### src/rtl/bus_pkg.sv
// Shared datapath bus definitions: default geometry and the bus source map.
package bus_pkg;

  localparam int DEF_WIDTH = 32;
  localparam int DEF_N_SRC = 24;

  // Bus source indices (bit position in the one-hot *out enable vector)
  localparam int unsigned R0     = 0;
  localparam int unsigned R1     = 1;
  localparam int unsigned R2     = 2;
  localparam int unsigned R3     = 3;
  localparam int unsigned R4     = 4;
  localparam int unsigned R5     = 5;
  localparam int unsigned R6     = 6;
  localparam int unsigned R7     = 7;
  localparam int unsigned R8     = 8;
  localparam int unsigned R9     = 9;
  localparam int unsigned R10    = 10;
  localparam int unsigned R11    = 11;
  localparam int unsigned R12    = 12;
  localparam int unsigned R13    = 13;
  localparam int unsigned R14    = 14;
  localparam int unsigned R15    = 15;
  localparam int unsigned HI     = 16;
  localparam int unsigned LO     = 17;
  localparam int unsigned ZHI    = 18;
  localparam int unsigned ZLO    = 19;
  localparam int unsigned PC     = 20;
  localparam int unsigned MDR    = 21;
  localparam int unsigned INPORT = 22;
  localparam int unsigned C      = 23;

endpackage

### src/rtl/onehot_prio_enc.sv
// Priority encoder for a nominally one-hot request vector: reports the lowest
// set index, whether any bit is set, and whether more than one bit is set.
module onehot_prio_enc #(
  parameter int N     = 24,
  parameter int IDX_W = $clog2(N)
) (
  input  logic [N-1:0]     req,
  output logic [IDX_W-1:0] idx,
  output logic             any,
  output logic             multi
);

  logic found;

  // Lowest set bit wins; idx stays 0 when nothing is requested
  always_comb begin
    idx   = '0;
    found = 1'b0;
    for (int unsigned i = 0; i < N; i++) begin
      if (req[i] && !found) begin
        idx   = IDX_W'(i);
        found = 1'b1;
      end
    end
  end

  assign any = |req;

  // Clearing the lowest set bit leaves something only if two or more were set
  assign multi = |(req & (req - N'(1)));

endmodule

### src/rtl/bus_mux_reg.sv
// Registered datapath bus multiplexer with priority resolution of
// multiple-driver conflicts and a saturating conflict counter for debug.
module bus_mux_reg
  import bus_pkg::*;
#(
  parameter int WIDTH     = DEF_WIDTH,
  parameter int N_SRC     = DEF_N_SRC,
  parameter int HOLD_MODE = 1,
  parameter int CNT_W     = 8,
  parameter int SEL_W     = $clog2(N_SRC)
) (
  input  logic                   clock,
  input  logic                   clear,
  input  logic [N_SRC*WIDTH-1:0] src_data,
  input  logic [N_SRC-1:0]       src_out,
  input  logic                   bus_en,
  input  logic                   conflict_ack,
  output logic [WIDTH-1:0]       bus_out,
  output logic [SEL_W-1:0]       bus_sel,
  output logic                   bus_valid,
  output logic                   conflict,
  output logic                   conflict_sticky,
  output logic [CNT_W-1:0]       conflict_count
);

  logic [SEL_W-1:0] sel_idx;
  logic             src_any;
  logic             src_multi;
  logic [WIDTH-1:0] sel_word;
  logic             transfer;
  logic             conflict_now;

  onehot_prio_enc #(
    .N     (N_SRC),
    .IDX_W (SEL_W)
  ) u_enc (
    .req   (src_out),
    .idx   (sel_idx),
    .any   (src_any),
    .multi (src_multi)
  );

  // Word select; comparing against each legal index keeps the mux in range
  // even when N_SRC is not a power of two
  always_comb begin
    sel_word = '0;
    for (int unsigned i = 0; i < N_SRC; i++) begin
      if (SEL_W'(i) == sel_idx) sel_word = src_data[i*WIDTH +: WIDTH];
    end
  end

  assign transfer     = bus_en & src_any;
  assign conflict_now = transfer & src_multi;

  // Bus data, source index and valid flag
  always_ff @(posedge clock) begin
    if (!clear) begin
      bus_out   <= '0;
      bus_sel   <= '0;
      bus_valid <= 1'b0;
    end else if (transfer) begin
      bus_out   <= sel_word;
      bus_sel   <= sel_idx;
      bus_valid <= 1'b1;
    end else begin
      bus_valid <= 1'b0;
      if (HOLD_MODE == 0) bus_out <= '0;
    end
  end

  // Conflict pulse, sticky flag and saturating counter; a conflict in the
  // same cycle as an ack restarts the count at one
  always_ff @(posedge clock) begin
    if (!clear) begin
      conflict        <= 1'b0;
      conflict_sticky <= 1'b0;
      conflict_count  <= '0;
    end else begin
      conflict <= conflict_now;
      if (conflict_now) begin
        conflict_sticky <= 1'b1;
        if (conflict_ack)               conflict_count <= CNT_W'(1);
        else if (conflict_count != '1)  conflict_count <= conflict_count + CNT_W'(1);
      end else if (conflict_ack) begin
        conflict_sticky <= 1'b0;
        conflict_count  <= '0;
      end
    end
  end

endmodule

### config.mk
export PLATFORM = sky130hd
export DESIGN_NAME = bus_mux_reg
export DESIGN_NICKNAME = d
export VERILOG_FILES = /design/src/rtl/bus_pkg.sv /design/src/rtl/onehot_prio_enc.sv /design/src/rtl/bus_mux_reg.sv
export SDC_FILE = /design/constraint.sdc
export NUM_CORES = 1
export LEC_CHECK = 0
export ABC_CLOCK_PERIOD_IN_PS = 5800
export CAP_MARGIN = 40
export CELL_PAD_IN_SITES_DETAIL_PLACEMENT = 1
export CELL_PAD_IN_SITES_GLOBAL_PLACEMENT = 2
export CORE_AREA = 2 2 324 326
export CTS_CLUSTER_SIZE = 40
export DETAILED_ROUTE_END_ITERATION = 16
export DIE_AREA = 0 0 326 328
export PLACE_DENSITY = 0.58
export SLEW_MARGIN = 5
export SYNTH_ARGS = -nofsm -noshare
export SYNTH_HDL_FRONTEND = slang
export SYNTH_SLANG_ARGS = --single-unit
### constraint.sdc
create_clock -name clock -period 5.8 [get_ports clock]
set_input_delay 1.16 -clock clock [delete_from_list [all_inputs] [get_ports clock]]
set_output_delay 1.16 -clock clock [all_outputs]
set_load 0.005 [all_outputs]
## Yosys cells after proc, flatten, opt, wreduce, memory -nomap -nowiden

Cells that the tools add are included.

- Bits in registers: 48
- Bits in latches: 0
- RAM bits: 0
- Memory bits (read-only): 0
- Bits of input ports: 796
- Logic and storage cells: 164
- Memories kept: 0

- Add/subtract/negate cells: 2
- $mul: 0
- Divide/modulo/power cells: 0
- Order comparisons: 0
- Equal/unequal tests: 24
- Shifts and indexed selects: 0
- Multiplexer cells: 77
- Bitwise logic cells: 3
- Reductions and logical operators: 52

Operators with widths:

| cell | count |
|---|---|
| 32-bit two-way mux | 24 |
| 24-bit OR reduction | 2 |
| 4-bit by 5-bit == test with 1-bit output, first input constant | 8 |
| 5-bit == test, first input constant | 8 |
| 5-bit two-way mux | 8 |
| 4-bit two-way mux | 8 |
| 8-bit two-way mux | 4 |
| 1-bit two-way mux | 27 |
| 24-bit bitwise AND | 1 |
| 24-bit by 1-bit subtractor with 24-bit output, second input constant | 1 |
| 1-bit logical AND | 23 |
| 1-bit logical NOT | 23 |
| 3-bit by 5-bit == test with 1-bit output, first input constant | 4 |
| 3-bit two-way mux | 4 |
| 2-bit by 5-bit == test with 1-bit output, first input constant | 2 |
| 8-bit by 1-bit adder with 8-bit output, second input constant | 1 |
| 8-bit inequality test, second input constant | 1 |
| 1-bit by 5-bit == test with 1-bit output, first input constant | 1 |
| 5-bit logical NOT | 1 |
| 2-bit two-way mux | 2 |
| 2-bit nonzero test | 2 |
| 1-bit bitwise AND | 2 |
| 2-bit AND reduction | 1 |

## Longest topological paths before layout

- Word-level depth: 95
- Depth in mapped cells: 14

## By module

Synthesis repeated with hierarchy kept, for this count alone.

- Cells, all modules: 1479
- Area, all modules: 10059.6 um^2

By module, submodules not included:

| module | instances | cells each | area each (um^2) | sequential area each (um^2) |
|---|---|---|---|---|
| bus_mux_reg | 1 | 1394 | 9557.9 | 960.9 |
| onehot_prio_enc | 1 | 85 | 501.7 | 0.0 |

## Worst setup path before layout

Ideal clock, no wire load.

- Path kind: in2reg
- Start point: in src_out[16]
- End point: reg bus_out[26]
- Setup time: 0.137 ns
- Data arrival time: 3.798 ns
- Data required time: 5.663 ns
- Slack: 1.865 ns
- Stages on the path: 11
- Buffers on the path: 3
- Cells stage by stage: clkbuf_1 -> or4_1 -> buf_2 -> or4_4 -> o211a_1 -> buf_2 -> a41o_1 -> a221o_1 -> a211o_1 -> a311oi_1 -> o311ai_1

- Word-level cells in the longest chain between the ends: 48
- Elaborated cells on any way between the ends: 80
- Classes of those cells: 23 x eq/ne; 39 x mux; 1 x bitwise; 17 x reduce/logical

RTL lines:

| what | RTL line | text |
|---|---|---|
| from (decl) | bus_mux_reg.sv:15 | `input logic [N_SRC-1:0] src_out,` |
| 1-bit logical AND | onehot_prio_enc.sv:20 | `if (req[i] && !found) begin` |
| 1-bit two-way mux | onehot_prio_enc.sv:20 |  |
| 1-bit logical NOT | onehot_prio_enc.sv:20 |  |
| 1-bit logical AND | onehot_prio_enc.sv:20 |  |
| 1-bit two-way mux | onehot_prio_enc.sv:20 |  |
| 1-bit logical NOT | onehot_prio_enc.sv:20 |  |
| 1-bit logical AND | onehot_prio_enc.sv:20 |  |
| 1-bit two-way mux | onehot_prio_enc.sv:20 |  |
| (+9 left out) | n/a |  |
| 1-bit logical NOT | onehot_prio_enc.sv:20 |  |
| 1-bit logical AND | onehot_prio_enc.sv:20 |  |
| 1-bit two-way mux | onehot_prio_enc.sv:20 |  |
| 1-bit logical NOT | onehot_prio_enc.sv:20 |  |
| 1-bit logical AND | onehot_prio_enc.sv:20 |  |
| 5-bit two-way mux | onehot_prio_enc.sv:20 |  |
| 5-bit logical NOT | bus_mux_reg.sv:48 | `if (SEL_W'(i) == sel_idx) sel_word = src_data[i*WIDTH +: WIDTH];` |
| 32-bit two-way mux (24 in series) | bus_mux_reg.sv:48 |  |
| to (signal assigned) | bus_mux_reg.sv:62 | `bus_out <= sel_word;` |
| to (decl) | bus_mux_reg.sv:18 | `output logic [WIDTH-1:0] bus_out,` |

Several ways; a longest one is shown, not always the timed one.
A chain may end at the register's enable or synchronous reset.

## Worst setup path in the final report

- Start point: in src_out[9]
- End point: reg bus_out[28]

- Word-level cells in the longest chain between the ends: 69
- Elaborated cells on any way between the ends: 108
- Classes of those cells: 23 x eq/ne; 53 x mux; 1 x bitwise; 31 x reduce/logical

RTL lines:

| what | RTL line |
|---|---|
| 1-bit logical AND | onehot_prio_enc.sv:20 |
| 1-bit two-way mux | onehot_prio_enc.sv:20 |
| 1-bit logical NOT | onehot_prio_enc.sv:20 |
| 1-bit logical AND | onehot_prio_enc.sv:20 |
| 1-bit two-way mux | onehot_prio_enc.sv:20 |
| 1-bit logical NOT | onehot_prio_enc.sv:20 |
| 1-bit logical AND | onehot_prio_enc.sv:20 |
| 1-bit two-way mux | onehot_prio_enc.sv:20 |
| (+30 left out) | n/a |
| 1-bit logical NOT | onehot_prio_enc.sv:20 |
| 1-bit logical AND | onehot_prio_enc.sv:20 |
| 1-bit two-way mux | onehot_prio_enc.sv:20 |
| 1-bit logical NOT | onehot_prio_enc.sv:20 |
| 1-bit logical AND | onehot_prio_enc.sv:20 |
| 5-bit two-way mux | onehot_prio_enc.sv:20 |
| 5-bit logical NOT | bus_mux_reg.sv:48 |
| 32-bit two-way mux (24 in series) | bus_mux_reg.sv:48 |

Several ways; a longest one is shown, not always the timed one.

==> results.md <==
| Group | Item | Value |
| --- | --- | --- |
| run status | Outcome | finished clean |
| clock tree | Number of sinks on the clock net | 48 |
| global routing | Antenna violations before repair | 68 |
| sta | Max Fclk | 0.185 GHz |
| sta | Setup-violating endpoint count in the final report | 0 |
| clock tree | Number of cells upsized or downsized after cts | 0 |
| critical path | Worst reg-to-reg setup slack | 3.88 ns |
| final layout | # nets final | 3101 |
| critical path | Buffers & Inverters on Critical Path | 5 |
| floorplanning | Die height | 328 um |
| critical path | Critical Path Source | src_out[9] |
| floorplanning | Die ar. | 0.107 mm2 |
| critical path | Number of gates on the worst path with buffers counted | 14 |
| sta | Unrepaired setup endpoints after global routing | false |
| critical path | Highest net fanout along the worst path | 39 |
| yosys | Share of synthesized registers carrying an async set or reset | 0 |
| yosys | Synth warn | 0 |
| final layout | Area growth from synthesis to final layout | 128% |
| floorplanning | Die outline width | 326 um |
| critical path | Timing endpoint of the critical path | bus_out[28]$_SDFFE_PN0P_ |
| sta | Worst clock skew | 0.0292 ns |
| placement | Count of port buffers added during placement | 843 |
| power | Switching share of total power | 0.399 |
| critical path | Arr. time, crit path | 5.64 ns |
| placement | DP Cell Count | 3676 |
| global routing | Sum of overflow across all layers after global routing | 0 |
| placement | Weighted congestion reported at the end of routability-driven placement | 0.952 |
| yosys | Main synth FF type | dfxtp_1 |
| critical path | Dominant delay contributor by cell family on the critical path | simple AND/OR/NAND/NOR gates |
| critical path | Worst r2r src | conflict_count[0]$_SDFFE_PN0P_ |
| global routing | First-pass GRT wire length | 192000 um |
| yosys | Sequential share of the synthesized area | 0.106 |
| critical path | Sort of element at the end of the critical path | flip-flop |
| floorplanning | Starting utilization of the core area | 0.0879 |
| power | Combinational power share | 0.611 |
| critical path | Worst reg-to-reg path cell count | 7 |
| clock tree | H-tree depth | 2 |
| sta | Final cycle utilization of the critical path | 0.931 |
| floorplanning | Core region area | 0.103 mm2 |
| placement | DP Area | 0.0204 mm2 |
| critical path | Worst path required time | 6.04 ns |
| power | Worst VDD drop | 0.000115 V |
| power | PwrDens | 95.2 mW/mm2 |
| global routing | Total track usage | 0.273 |
| final layout | Fin area | 0.0206 mm2 |
| detailed routing | DR pass1 iterations | 6 |
| sta | Number of hold violations in the final report | 0 |
| clock tree | Clk Latency, worst-skew pair | 0.36 ns |
| sta | Max Slew Vio Count | 0 |
| power | Switching pwr | 0.785 mW |
| yosys | Number of flops mapped to enable cells by yosys | 0 |
| critical path | Crit Path Category | in2reg |
| sta | Final setup TNS | 0 ns |
| detailed routing | Routed wirelength normalized by instance count | 41.2 um |
| clock tree | Setup repair bufs after CTS | 0 |
| clock tree | Clock transition at the register clock pins on the worst setup and hold paths after CTS | 0.10 ns |
| critical path | Worst path cell trace | clkdlybuf4s50_1, nor4_2, nand2_1, or4_4, o211ai_1, buf_12, buf_4, nor2_1, buf_4, nor3_1, nand4_1, a211oi_1, buf_2, o21ai_0 |
| clock tree | Clock tree from TritonCTS | done |
| clock tree | Clock Tree Buf Depth | 2 |
| power | Internal power component | 1.18 mW |
| global routing | Vias in the first global route | 18.3k |
| final layout | Layout filler cell count | 12.3k |
| clock tree | Hold buffer count at CTS | 0 |
| clock tree | CTS Buf Count | 5 |
| min path | Classification of the worst-slack hold path | reg2reg |
| critical path | Most common cell on crit path | buf_4 |
| critical path | Critical path startpoint category | input port |
| yosys | Number of nets in the synthesized netlist | 2199 |
| yosys | Per-instance average area after synthesis | 6.47 um2 |
| critical path | Slowest CP cell | or4_4 |
| detailed routing | Final routed wirelength across all metal layers | 153000 um |
| global routing | Pin count of the biggest net entering global routing | 40 |
| yosys | Post-synth design cell area | 0.00907 mm2 |
| detailed routing | Via-per-instance ratio | 4.81 |
| detailed routing | DRC | 0 |
| placement | DP HPWL | 132000 um |
| sta | Final critical-path required period | 5.40 ns |
| detailed routing | Count of vias placed by the detailed router | 17.8k |
| sta | Final hold slack | 0.466 ns |
| yosys | Synthesis-stage register bit count | 48 |
| yosys | Count of unique library cells instantiated by Yosys | 78 |
| power | Reg power frac | 0.193 |
| sta | Worst slew slack as a fraction of its limit | 0.330 |
| power | Leakage power | 7.28 nW |
| clock tree | Cell chosen for the clock root | clkbuf_16 |
| critical path | Reg2Reg Capture Point | conflict_count[7]$_SDFFE_PN0P_ |
| floorplanning | Number of standard-cell rows in the floorplan | 118 |
| run | Max cap viols | 0 |
| critical path | Worst path max stage delay | 0.61 ns |
| power | Power share of the clock group | 0.195 |
| final layout | Ratio of cells with drive above 1 in the final layout | 0.112 |
| final layout | Number of non-filler instances in the completed layout | 3708 |
| detailed routing | DRC violation total after the first TritonRoute iteration | 1761 |
| floorplanning | Number of placed I/O pins | 844 |
| detailed routing | Final antenna-violating net count | 0 |
| power | Overall power of the completed layout | 1.96 mW |
| sta | Slew at the pin closest to its max-slew limit | 0.997 ns |
| yosys | Synth Instances | 1402 |
## cell families (layout without fill, tap and decap cells)
logic type	count (synthesis)	in the layout	share of synthesized area
compound gates	676	676	0.526
simple gates	513	513	0.276
buf+inv	142	1044	0.0663
flops	48	48	0.106
mux	19	19	0.0217
fa+ha+maj	4	4	0.00469
other cells	0	24	0
## power groups by stage
stage	Clock [mW]	Combinational, mW	Sequential (mW)
after floorplan	0	0.229	0.372
after CTS	0.406	1.20	0.380
after detailed placement	0	1.19	0.387
after global placement	0	1.18	0.387
after global routing	0.399	1.24	0.382
final	0.384	1.20	0.380
## per-stage QoR
step / utilization / worst slack (ns)
floorplan: - / 1.87
CTS: 0.199 / 0.472
detailed placement: 0.198 / 0.130
global placement: 0.197 / -0.237
global route: 0.200 / 0.224
finish: 0.200 / 0.399
## worst min-delay path by stage
stage / startpoint / to / slack, ns / cells after the start
2_1_floorplan: bus_sel[3]$_SDFFE_PN0P_ / bus_sel[3]$_SDFFE_PN0P_ / 0.45 / 2
3_3_place_gp: conflict_sticky$_SDFFE_PN0P_ / conflict_sticky$_SDFFE_PN0P_ / 0.44 / 1
3_5_place_dp: conflict_sticky$_SDFFE_PN0P_ / conflict_sticky$_SDFFE_PN0P_ / 0.46 / 1
4_1_cts: conflict_sticky$_SDFFE_PN0P_ / conflict_sticky$_SDFFE_PN0P_ / 0.48 / 1
5_1_grt: conflict_sticky$_SDFFE_PN0P_ / conflict_sticky$_SDFFE_PN0P_ / 0.49 / 1
6_report: conflict_sticky$_SDFFE_PN0P_ / conflict_sticky$_SDFFE_PN0P_ / 0.47 / 1
## per-layer routing
metal  up-vias  track usage  wire, um
met3       162       0.0623     11400
met4        36       0.0591      3590
met2      1029        0.451     70900
li1       7483            -         -
met1      9109        0.360     66800
met5         -            0       218
## area by class of cell
type | instances | area, um2 | area share
diodes | 24 | 60.1 | 0.00291
clock inverters | 1 | 5.00 | 0.000242
multi-input cells | 1212 | 7680 | 0.372
repair buffers | 1029 | 10000 | 0.487
clock buffers | 6 | 129 | 0.00624
well taps | 1380 | 1730 | 0.0837
flip-flops and latches | 48 | 961 | 0.0466
inverters | 8 | 30.0 | 0.00145
## synthesized netlist by cell type, drive strengths merged, types with 23 or more instances
cell type | number | area [um2]
a21oi | 147 | 736
nor2 | 142 | 533
nand2 | 139 | 529
o21ai | 114 | 571
clkbuf | 80 | 300
nand3 | 56 | 280
buf | 54 | 272
nor3 | 53 | 270
dfxtp | 48 | 961
a22oi | 36 | 270
o22ai | 36 | 231
a221oi | 33 | 289
a222oi | 33 | 330
a211oi | 32 | 245
o221ai | 32 | 280
and3 | 25 | 156
o211ai | 25 | 188
a221o | 23 | 230
## cells in the final DEF, fill, tap and decap left out, types with 35 or more instances in the layout
master and n:
nand2_1 138, o21ai_0 101, nand3_1 53, nor3_1 48, a22oi_1 36, a21oi_1 146
nor2_1 138, buf_4 160, o22ai_1 35, clkdlybuf4s50_1 843, dfxtp_1 48
## state kept, by name, summed over array words and instances, names as in the netlist
register	cells
conflict	1
conflict_count	8
bus_out	32
conflict_sticky	1
bus_valid	1
bus_sel	5
Note: power is estimated with default switching activity, not from simulation.
